File: config.mk
export PLATFORM = sky130hd
export DESIGN_NAME = muxn_rr
export DESIGN_NICKNAME = d
export VERILOG_FILES = /design/src/rtl/muxn_rr.sv
export SDC_FILE = /design/constraint.sdc
export NUM_CORES = 1
export LEC_CHECK = 0
export CELL_PAD_IN_SITES_DETAIL_PLACEMENT = 1
export CELL_PAD_IN_SITES_GLOBAL_PLACEMENT = 2
export CORE_UTILIZATION = 22
export CTS_CLUSTER_DIAMETER = 60
export DETAILED_ROUTE_END_ITERATION = 8
export PLACE_DENSITY = 0.79
export SKIP_LAST_GASP = 1
export SLEW_MARGIN = 5
export SYNTH_ARGS = -nofsm -noshare
export SYNTH_HDL_FRONTEND = slang
export SYNTH_SLANG_ARGS = --single-unit
File: constraint.sdc
create_clock -name clk -period 3 [get_ports clk]
set_input_delay 0.3 -clock clk [delete_from_list [all_inputs] [get_ports clk]]
set_output_delay 0.3 -clock clk [all_outputs]
set_load 0.005 [all_outputs]
File: src/rtl/muxn_rr.sv
// N-input, WIDTH-bit mux with a registered output stage, valid/ready on every port,
// and fixed-select or round-robin arbitration. Define MUXN_STATS_EN to add xfer_count_o.
module muxn_rr #(
    parameter int WIDTH = 4,
    parameter int N     = 4,
    parameter int SW    = $clog2(N)
) (
    input  logic               clk,
    input  logic               rst_n,
    input  logic [N*WIDTH-1:0] in_data_i,
    input  logic [N-1:0]       in_valid_i,
    output logic [N-1:0]       in_ready_o,
    input  logic               mode_i,
    input  logic [SW-1:0]      sel_i,
    output logic [WIDTH-1:0]   out_data_o,
    output logic               out_valid_o,
    input  logic               out_ready_i
`ifdef MUXN_STATS_EN
    ,
    output logic [15:0]        xfer_count_o
`endif
);

    logic [WIDTH-1:0] out_data_q, out_data_d;
    logic             out_valid_q, out_valid_d;
    logic [SW-1:0]    rr_ptr_q, rr_ptr_d;

    logic             load_s;
    logic             gnt_vld_s;
    logic [SW-1:0]    gnt_idx_s;
    logic [WIDTH-1:0] gnt_data_s;
    logic [SW:0]      rr_sum_s;
    logic [SW-1:0]    rr_idx_s;

    assign load_s = !out_valid_q || out_ready_i;

    // Grant selection; the round-robin scan runs from the farthest offset down so the
    // nearest valid channel at or after rr_ptr_q is the last (winning) assignment.
    always_comb begin
        gnt_vld_s = 1'b0;
        gnt_idx_s = '0;
        rr_sum_s  = '0;
        rr_idx_s  = '0;
        if (mode_i == 1'b0) begin
            for (int i = 0; i < N; i++) begin
                if ((sel_i == SW'(i)) && in_valid_i[i]) begin
                    gnt_vld_s = 1'b1;
                    gnt_idx_s = SW'(i);
                end else begin
                    gnt_vld_s = gnt_vld_s;
                end
            end
        end else begin
            for (int k = N - 1; k >= 0; k--) begin
                rr_sum_s = {1'b0, rr_ptr_q} + (SW+1)'(k);
                if (rr_sum_s >= (SW+1)'(N)) begin
                    rr_sum_s = rr_sum_s - (SW+1)'(N);
                end else begin
                    rr_sum_s = rr_sum_s;
                end
                rr_idx_s = rr_sum_s[SW-1:0];
                if (in_valid_i[rr_idx_s]) begin
                    gnt_vld_s = 1'b1;
                    gnt_idx_s = rr_idx_s;
                end else begin
                    gnt_vld_s = gnt_vld_s;
                end
            end
        end
    end

    // Granted channel data and one-hot ready; ready is forced low while in reset.
    always_comb begin
        gnt_data_s = '0;
        in_ready_o = '0;
        for (int i = 0; i < N; i++) begin
            if (gnt_idx_s == SW'(i)) begin
                gnt_data_s    = in_data_i[i*WIDTH +: WIDTH];
                in_ready_o[i] = rst_n && load_s && gnt_vld_s;
            end else begin
                in_ready_o[i] = 1'b0;
            end
        end
    end

    // Output stage and round-robin pointer next state; everything holds while stalled.
    always_comb begin
        out_data_d  = out_data_q;
        out_valid_d = out_valid_q;
        rr_ptr_d    = rr_ptr_q;
        if (load_s) begin
            if (gnt_vld_s) begin
                out_data_d  = gnt_data_s;
                out_valid_d = 1'b1;
                if (mode_i) begin
                    rr_ptr_d = (gnt_idx_s == SW'(N - 1)) ? '0 : gnt_idx_s + SW'(1);
                end else begin
                    rr_ptr_d = rr_ptr_q;
                end
            end else begin
                out_valid_d = 1'b0;
            end
        end else begin
            out_valid_d = out_valid_q;
        end
    end

    // State registers.
    always_ff @(posedge clk or negedge rst_n) begin
        if (!rst_n) begin
            out_data_q  <= '0;
            out_valid_q <= 1'b0;
            rr_ptr_q    <= '0;
        end else begin
            out_data_q  <= out_data_d;
            out_valid_q <= out_valid_d;
            rr_ptr_q    <= rr_ptr_d;
        end
    end

    assign out_data_o  = out_data_q;
    assign out_valid_o = out_valid_q;

`ifdef MUXN_STATS_EN
    logic [15:0] xfer_count_q, xfer_count_d;

    // Accepted-transfer counter, wraps naturally at 16 bits.
    always_comb begin
        if (out_valid_q && out_ready_i) begin
            xfer_count_d = xfer_count_q + 16'd1;
        end else begin
            xfer_count_d = xfer_count_q;
        end
    end

    // Counter register.
    always_ff @(posedge clk or negedge rst_n) begin
        if (!rst_n) begin
            xfer_count_q <= 16'd0;
        end else begin
            xfer_count_q <= xfer_count_d;
        end
    end

    assign xfer_count_o = xfer_count_q;
`endif

endmodule
# == After elaboration in Yosys (flattened, before gate mapping) ==
# Index checks and enable logic that the tools add are counted.
# Widths: inputs -> output; s select.
# word_totals
reg_bits,7
input_bits,26
output_inout_bits,9
wordCells,80
# op_classes
n_addsub,8
order_cmp,8
n_eq_ne,6
mux,43
n_reduce_logical,12
# ops
op,n
$mux 2,16
$mux 1,19
$mux 4,4
$lt 2x3->1 const B,4
$ge 3x3->1 const B,3
$bmux 1 s2,4
$eq 2x2->1 const B,4
$sub 2x1->2 const B,4
$add 2x2->3 const B,2
$logic_and 1x1->1,6
$eq 2x1->1 const B,2
$logic_not 2->1,2
$add 2x1->3 const B,1
$ge 2x3->1 const B,1
$reduce_and 3->1,1
$add 2x1->2 const B,1
$reduce_and 2->1,1
$logic_not 1->1,1
$logic_or 1x1->1,1

# == Logic depth before layout (Yosys ltp) ==
# Gate-level depths: netlist of run 1.
# logic_depth
depth_word,16
ltp_mapped,10
mapped_depth_nobuf,9

# == Worst setup path after synthesis of run 1 ==
# No wires, ideal clock.
# synth_timing
kind,register to register
from,reg rr_ptr_q[1]
to,"reg out_data_q[0], in the netlist out_data_o[0]"
setup_time_ps,125
t_arrival_ps,2114
t_required_ps,2875
slack_ps,761
path_stages_with_launch,11
path_buffers,1
synth_period_minus_slack_ps,2239
cell_sequence,dfrtp_1 -> nand2b_1 -> a311oi_1 -> nor2_1 -> o22a_1 -> ha_1 -> clkbuf_1 -> a21oi_1 -> o21ai_0 -> a22o_1 -> mux2_4
# synth_between
elab_chain_cells,16
elab_cells_between_ends,46
classes_between,7 x add/sub; 4 x order compare; 3 x eq/ne; 30 x mux; 2 x reduce/logical
# synth_rtl
item,line,source
start: declaration,26,"logic [SW-1:0] rr_ptr_q, rr_ptr_d;"
start signal: assignment,117,rr_ptr_q <= rr_ptr_d;
$add 2x2->3,55,"rr_sum_s = {1'b0, rr_ptr_q} + (SW+1)'(k);"
$ge 3x3->1 / $sub 2x1->2 (equally long branches),"56, 57",
$mux 2,56,if (rr_sum_s >= (SW+1)'(N)) begin
$mux 2,44,if (mode_i == 1'b0) begin
$bmux 1 s2,62,if (in_valid_i[rr_idx_s]) begin
$mux 1 (not written as such),62,
$mux 2 (4 in a row),62,
$mux 2,44,
$logic_not 2->1,77,if (gnt_idx_s == SW'(i)) begin
$mux 4 (4 in a row),77,
end signal: assignment,115,out_data_q <= out_data_d;
end: declaration,24,"logic [WIDTH-1:0] out_data_q, out_data_d;"
# Parallel ways exist; a longest one is shown, timed or not. The select of a mux whose other input is x is not followed.
# A chain may end at the register's enable or synchronous reset.

# == Worst setup path after layout of run 1 ==
# layout_timing
from,in in_valid_i[1]
to,out in_ready_o[0]
# layout_between
elab_chain_cells,9
elab_cells_between_ends,28
classes_between,25 x mux; 3 x reduce/logical
# layout_rtl
item,line,source
start: declaration,11,"input logic [N-1:0] in_valid_i,"
$bmux 1 s2,62,
$mux 1 (not written as such),62,
$mux 2 / $mux 1 (equally long branches) (4 in a row),62,
$mux 2 / $mux 1 (equally long branches),44,
$logic_not 2->1 / $logic_and 1x1->1 (equally long branches),"77, 79",
$mux 1 *,77,
end: declaration,12,"output logic [N-1:0] in_ready_o,"
# Every way passes the cells marked *; elsewhere a longest branch is shown, timed or not. The select of a mux whose other input is x is not followed.

==> run_results.csv, run 1 <==
group,metric,value,unit
finish,final_cells,164,
global_route,antenna_found_initial,0,
sta,finalClockSkew,0.00920,ns
synth,ys_warn_count,0,
power_and_ir_drop,vdd.ir_drop.worst,0.000104,V
clock_network,cts_setup_buffers,0,
global_route,grt_pass1_vias,783,
drt,drt_wl_total,2260,µm
finish,fillCellCount,381,
critical_path,endpoint_arrival_time_on_the_critical_path,2.56,ns
sta,post-route-period-util,0.954,
sta,rsz0062_at_grt,"true",
clock_network,tritoncts,"done",
floorplan,fp.coreArea,3100,µm²
critical_path,cpLargestDelayFamily,"buffers and inverters",
critical_path,worst_ep_required_time,2.70,ns
floorplan,total_die_area,3580,µm²
power_and_ir_drop,power,0.609,mW
drt,route.detailed.drc,0,
synth,syn_avg_cell_area,8.86,µm²
floorplan,floorplan.rows,20,
global_route,globalRouteOverflowTotal,0,
critical_path,crit_chain,"clkdlybuf4s50_1 > nor3b_2 > a311oi_2 > nor2_1 > o22ai_1 > ha_2 > and3_2 > clkdlybuf4s50_1",
finish,drive_above_1_share,0.192,
clock_network,insertion_delay,0.26,ns
finish,layout-area-overhead-vs-synth,61.2,%
synth,synthesis.instances,83,
drt,drt-initial-drc-count,13,
placed_design,port_buffers,34,
clock_network,clock_tree.htree_level_count,1,
critical_path,critical_path.most_common_cell,"clkdlybuf4s50_1",
drt,vias,752,
flow_run,maxCapViolCount,0,
power_and_ir_drop,cellLeakagePower,0.504,nW
floorplan,effective_utilization_at_floorplan,0.237,
critical_path,path_buf_inv,2,
clock_network,cts_inserted_buffers,3,
finish,antenna_cells,0,
hold_path,worst_hold_path_type,"in -> async",
global_route,grt_first_pass_wirelength,3760,µm
clock_network,path_clk_slew,0.06,ns
placed_design,place.gp.congestion,0.853,
critical_path,timing.critical_path.fanout_max,8,
floorplan,die_x,59.8,µm
placed_design,number_of_placed_instances_with_taps_included,160,
finish,layout.cells.most_common,"clkdlybuf4s50_1",
synth,number_of_nets_in_the_synthesized_netlist,113,
sta,period_needed,2.86,ns
critical_path,slowest_stage,"clkdlybuf4s50_1",
synth,ys_seq_elements,7,
sta,tightestPinTransition,0.433,ns
sta,setup_violations,0,
critical_path,startpoint_type,"input pin",
synth,synth_area,736,µm²
global_route,track_usage,0.144,
synth,post_synth_cell_types,31,
drt,detail_route.vias_per_cell,4.59,
sta,slew_viol_final,0,
sta,hold_ws,0.351,ns
floorplan,num_io_pins,35,
finish,finish.utilization,0.382,
critical_path,end_kind,"primary output",
clock_network,ctsLongestPathBuffers,2,
floorplan,dieHeight,59.8,µm
clock_network,numClockSinks,7,
global_route,largest_net_degree_at_the_start_of_global_routing,12,
drt,post_dr_wirelength_cell,13.8,µm
sta,max-slew-margin-rel,0.710,
finish,layout.cells.most_common_list,"clkdlybuf4s50_1 (33), a21oi_1 (10), inv_1 (7), o21ai_0 (7), dfrtp_1 (7)",
critical_path,worst_path_max_stage_delay,0.53,ns
synth,synth_sequential_area_ratio,0.238,
sta,peak_freq,350,MHz
drt,drt_pass1_iterations,4,
placed_design,hpwl_dp,1870,µm
clock_network,root_buffer,"clkbuf_4",
finish,num-nets-final,151,
drt,detail-route-antenna-nets,0,
critical_path,critical_path_class,"in -> out",
power_and_ir_drop,power_per_cell_area,514,nW/µm²
sta,final_hold_viol_count,0,
outcome,run_status,"finished clean",
-- metrics by stage --
step	setup WS (ns)	instance area (µm²)	setup TNS, ns
after global routing	-0.0421	1190	-0.0421
after global placement	0.116	1140	0
final	0.139	1190	0
after CTS	0.0205	1160	0
after floorplan	0.761	736	0
after detailed placement	0.0260	1140	0
-- final cells by class --
cell class                      count  area (µm²)  share of cell area
Inverter                            7        26.3              0.0222
Sequential cell                     7         175               0.148
Timing Repair Buffer               37         365               0.308
Multi-Input combinational cell     65         538               0.454
Clock buffer                        4        26.3              0.0222
Tap cell                           44        55.1              0.0464
-- report_power, final --
group / switching, mW / internal [mW] / total (mW) / leakage, nW
combinational: 0.137 / 0.210 / 0.347 / 0.407
sequential: 0.0397 / 0.137 / 0.176 / 0.0821
clock: 0.0354 / 0.0508 / 0.0862 / 0.0150
-- cell usage after synthesis, drive strengths merged --
library cell,instances,share of area
nand4,1,0.0085
o21ai,7,0.048
mux2i,3,0.058
a22o,4,0.048
inv,7,0.036
o22a,1,0.012
nand2b,4,0.034
or4,1,0.015
nand3,2,0.014
nor3b,2,0.020
o221ai,1,0.012
a311oi,1,0.012
nor2b,1,0.0085
o21a,1,0.010
a211o,1,0.012
buf,1,0.0068
nor2,2,0.010
mux4,1,0.036
nand2,6,0.031
o22ai,1,0.0085
mux2,5,0.097
a21boi,1,0.010
and3,4,0.041
dfrtp,7,0.24
ha,4,0.068
a21oi,11,0.090
clkbuf,3,0.017
-- logic make-up after synthesis --
family / after synthesis / share of synthesized area
AOI/OAI and AO/OA: 29 / 0.262
DFF: 7 / 0.238
muxes: 9 / 0.190
adders and majority gates: 4 / 0.0680
buffers and inverters: 11 / 0.0595
and+or+nand+nor: 23 / 0.182
-- timing repair --
| item | in CTS | in global routing |
|---|---|---|
| gates resized for setup | 0 | 6 |
| hold buffers | 0 | 0 |
| endpoints found under the setup margin | 0 | 4 |
-- metal layers --
layer | wire (µm) | track usage
met5 | 0 | 0
met3 | 47 | 0.00649
met1 | 1070 | 0.188
met2 | 1080 | 0.237
met4 | 55 | 0.0797
-- state kept, by name (all words and copies together) (netlist names) --
register     count
out_data_o       4
out_valid_o      1
rr_ptr_q         2
-- path summary, 6_finish.rpt --
kind / from / endpoint / slack (ns) / cells after the start
setup / recovery: in_valid_i[1] / in_ready_o[0] / 0.14 / 8
hold / removal: rst_n / out_data_o[2] / 0.35 / 1
setup reg to reg: rr_ptr_q[1] / out_data_o[0] / 0.61 / 9
hold reg to reg: out_data_o[3] / out_data_o[3] / 0.51 / 1
max in group asynchronous: rst_n / out_data_o[3] / 2.34 / 1
min in group clk: out_data_o[3] / out_data_o[3] / 0.51 / 1
(Power assumes the default switching activity.)
==> run 2: changes to the inputs <==
Settings changed: PLACE_DENSITY 0.79 to unset, PLACE_DENSITY_LB_ADDON set to 0.1.
==> run_results.csv, run 2 (synthesis gave the netlist of run 1 again) <==
group,metric,value,unit
sta,final_hold_viol_count,0,
critical_path,crit_chain,"clkdlybuf4s50_1 > nand2b_1 > a311oi_2 > nor2_1 > o22ai_1 > ha_1 > and3_2 > clkdlybuf4s50_1",
global_route,grt_pass1_vias,779,
sta,period_needed,2.84,ns
finish,layout-area-overhead-vs-synth,61.2,%
global_route,globalRoute.busiestLayer,"met2",
placed_design,hpwl_dp,1920,µm
clock_network,cts_setup_buffers,0,
clock_network,insertion_delay,0.25,ns
global_route,globalRouteOverflowTotal,0,
placed_design,dp_slack,0.0525,ns
sta,setup_slack,0.158,ns
floorplan,effective_utilization_at_floorplan,0.237,
global_route,groute.layer.met1.usage,0.185,
global_route,grt_first_pass_wirelength,3800,µm
placed_design,port_buffers,34,
hold_path,worst_hold_path_type,"in -> async",
finish,fillCellCount,385,
drt,drt-initial-drc-count,9,
global_route,antenna_found_initial,0,
clock_network,ctsLongestPathBuffers,2,
finish,finish.utilization,0.382,
floorplan,die_x,59.8,µm
power_and_ir_drop,vdd.ir_drop.worst,0.000166,V
finish,drive_above_1_share,0.180,
critical_path,critical_path_class,"in -> out",
drt,vias,777,
finish,layout.cells.most_common,"clkdlybuf4s50_1",
floorplan,num_io_pins,35,
clock_network,path_clk_slew,0.06,ns
critical_path,timing.critical_path.fanout_max,7,
floorplan,floorplan.rows,20,
outcome,run_status,"finished clean",
sta,tightestPinTransition,0.454,ns
sta,rsz0062_at_grt,"false",
clock_network,clock_tree.htree_level_count,1,
sta,peak_freq,352,MHz
drt,post_dr_wirelength_cell,13.8,µm
global_route,largest_net_degree_at_the_start_of_global_routing,12,
floorplan,total_die_area,3580,µm²
critical_path,slowest_stage,"clkdlybuf4s50_1",
critical_path,worst_path_max_stage_delay,0.60,ns
global_route,use_met3,0.0411,
critical_path,startpoint_type,"input pin",
floorplan,dieHeight,59.8,µm
finish,largest_register_ff_count,4,
sta,setup_total_neg_slack,0,ns
drt,detail_route.vias_per_cell,4.68,
sta,max-slew-margin-rel,0.696,
placed_design,place.gp.congestion,0.810,
finish,num-nets-final,153,
critical_path,endpoint_arrival_time_on_the_critical_path,2.54,ns
drt,detail-route-antenna-nets,0,
clock_network,root_buffer,"clkbuf_4",
sta,slew_viol_final,0,
critical_path,worst_ep_required_time,2.70,ns
sta,setup_violations,0,
floorplan,fp.coreArea,3100,µm²
power_and_ir_drop,cellLeakagePower,0.503,nW
global_route,globalRouteMet2Util,0.244,
sta,finalClockSkew,0.000596,ns
critical_path,critical_path.most_common_cell,"clkdlybuf4s50_1",
sta,post-route-period-util,0.947,
critical_path,end_kind,"primary output",
drt,drt_wl_total,2290,µm
flow_run,maxCapViolCount,0,
finish,layout.cells.most_common_list,"clkdlybuf4s50_1 (34), a21oi_1 (10), inv_1 (7), o21ai_0 (7), dfrtp_1 (7)",
global_route,track_usage,0.144,
clock_network,tritoncts,"done",
finish,antenna_cells,0,
drt,drt_pass1_iterations,2,
clock_network,cts_inserted_buffers,3,
power_and_ir_drop,power_per_cell_area,515,nW/µm²
power_and_ir_drop,power,0.611,mW
clock_network,numClockSinks,7,
drt,route.detailed.drc,0,
-- run 2: cell types whose count changed in the layout (fill, tap and decap cells not counted), sizes merged --
cell | before | now
buf | 3 | 5
clkdlybuf4s50 | 33 | 34
dlymetal6s2s | 1 | 0
-- run 2: final timing paths --
check	start	end	slack (ns)	cells past startpoint
setup / recovery	in_valid_i[0]	in_ready_o[2]	0.16	8
hold / removal	rst_n	out_data_o[3]	0.36	1
setup reg to reg	rr_ptr_q[1]	out_data_o[0]	0.70	9
hold reg to reg	out_data_o[2]	out_data_o[2]	0.51	1
max in group asynchronous	rst_n	rr_ptr_q[0]	2.33	1
min in group clk	out_data_o[2]	out_data_o[2]	0.51	1
-- run 2: final cells by class --
class | instances | area (µm²) | share of cell area
flip-flops and latches | 7 | 175 | 0.148
inverters | 7 | 26.3 | 0.0222
multi-input cells | 65 | 526 | 0.443
clock buffers | 4 | 26.3 | 0.0222
repair buffers | 39 | 378 | 0.319
well taps | 44 | 55.1 | 0.0464
-- run 2: timing repair --
item / in CTS / in global routing
hold buffers: 0 / 0
endpoints found under the setup margin: 0 / 3
resized for setup: 0 / 2
-- run 2: report_power, final --
| part | internal, mW | switching, mW | total [mW] |
|---|---|---|---|
| Sequential | 0.137 | 0.0367 | 0.173 |
| Clock | 0.0510 | 0.0385 | 0.0895 |
| Combinational | 0.212 | 0.136 | 0.349 |
| Total | 0.400 | 0.212 | 0.611 |
-- run 2: routing by layer --
| metal | vias to the layer above | wire, µm |
|---|---|---|
| met4 | 0 | 0 |
| met3 | 0 | 71 |
| li1 | 384 | - |
| met5 | - | 0 |
| met1 | 377 | 1120 |
| met2 | 16 | 1090 |
-- run 2: per-stage QoR --
| stage | area [µm²] | hold WS (ns) | std cells |
|---|---|---|---|
| after floorplan | 736 | 0.00441 | 83 |
| after global placement | 1150 | 0.498 | 162 |
| after detailed placement | 1150 | 0.502 | 162 |
| after CTS | 1180 | 0.364 | 166 |
| after global routing | 1190 | 0.386 | 166 |
| final | 1190 | 0.363 | 166 |
-- run 2: critical path: cells and delay by family --
kind                       cells  cell delay [ns]
buffers and inverters          2             1.10
adders and majority gates      1             0.21
and+or+nand+nor                3             0.41
AOI/OAI and AO/OA              2             0.54
==> patch, RTL diff (flow settings as in run 1) <==
Change the parameter `WIDTH` from 4 to 5.
--- a/src/rtl/muxn_rr.sv
+++ b/src/rtl/muxn_rr.sv
@@ -3,3 +3,3 @@
 module muxn_rr #(
-    parameter int WIDTH = 4,
+    parameter int WIDTH = 5,
     parameter int N     = 4,
Ports: changed (resized in_data_i and out_data_o); port bits go from 35 to 40. The function was not compared with the original's and may differ.
==> patch against run 1 <==
Register-to-register slack about the same. First-iteration DRC count up 150%. Total power is 12% higher. Synthesized area increased by 9.7%. Cell area rose by 9.5%. Sequential cell count increased by 1. Wire length increased by 9.3%. Worst setup slack got worse by 0.013 ns. Critical path type unchanged. Critical endpoint is now in_ready_o[1].
==> patch: results (changes against run 1) <==
* Status: finished clean (unchanged)
* Detailed placer's ending HPWL at 2000 um (was 1870 um)
* PD cells at 524 mW/mm2 (was 514 mW/mm2)
* DRT iter0 DRCs at 32 (was 13)
* Wire length per cell at 13.8 um (about the same)
* Worst-path fanout max at 11 (was 8)
* M1 WL at 1170 um (was 1070 um)
* Port-buffer cells at 39 (was 34)
* Clk power at 0.0804 mW (was 0.0862 mW)
* Fraction of layout cells with a size suffix above 1 at 0.165 (was 0.192)
* Global-route wire length before repair at 4010 um (was 3760 um)
* Clock period minus worst slack at 2.87 ns (was 2.86 ns)
* Sequential power at 0.201 mW (was 0.176 mW)
* Synth cell count leaders: a21oi_1 (12), dfrtp_1 (8), inv_1 (8), o21ai_0 (8), nand2_1 (7) (was a21oi_1 (10), dfrtp_1 (7), inv_1 (7), o21ai_0 (7), nand2_1 (6))
* Switching share of power at 0.345 (was 0.348)
* Library cells used by synthesis at 30 (was 31)
* Largest net degree at the start of global routing at 13 (was 12)
* RePlAce Congestion at 0.839 (was 0.853)
* Leak at 0.552 nW (was 0.504 nW)
* GRT Overall Usage at 0.128 (was 0.144)
* VDD IR max at 0.000145 V (was 0.000104 V)
* Met2 Routed Length at 1190 um (was 1080 um)
* Syn Nets at 125 (was 113)
* Max reg flops at 5 (was 4)
* Critical Path Sink: in_ready_o[1] (was in_ready_o[0])
* Crit-path max cell delay at 0.60 ns (was 0.53 ns)
* Top cells by area, synth: dfrtp_1 (25%), mux2_4 (9.3%), a21oi_1 (7.4%) (was dfrtp_1 (24%), mux2_4 (8.2%), a21oi_1 (6.8%))
* Met2 Usage GRT at 0.217 (was 0.237)
* Met1 usage at 0.164 (was 0.188)
* Slew margin rel. at 0.657 (was 0.710)
* Met3 wire len at 57 um (was 47 um)
* Vias in the first global route at 905 (was 783)
* Drt first pass iters at 3 (was 4)
* DP Worst Slack at 0.0219 ns (was 0.0260 ns)
* Routed vias at 830 (was 752)
[patch: kinds of logic (layout without fill, tap and decap cells)]
logic type | after synthesis | count (layout) | share of synthesized area
mux | 10 | 10 | 0.192
compound gates | 33 | 33 | 0.268
flops | 8 | 8 | 0.248
simple gates | 24 | 24 | 0.171
fa+ha+maj | 4 | 4 | 0.0620
buf+inv | 12 | 54 | 0.0589
[patch: stage by stage]
step	instance area, um2	std cells	hold WS, ns	utilization
floorplan	807	91	0.00441	-
global route	1300	179	0.428	0.380
CTS	1290	179	0.412	0.378
finish	1300	179	0.392	0.380
global placement	1270	176	0.499	0.371
detailed placement	1270	176	0.499	0.371
[patch: final cells by class]
cell class	instances	area [um2]
fillers	420	2120
multi-input cells	71	568
repair buffers	43	420
flip-flops and latches	8	200
well taps	46	57.6
inverters	8	30.0
clock buffers	3	22.5
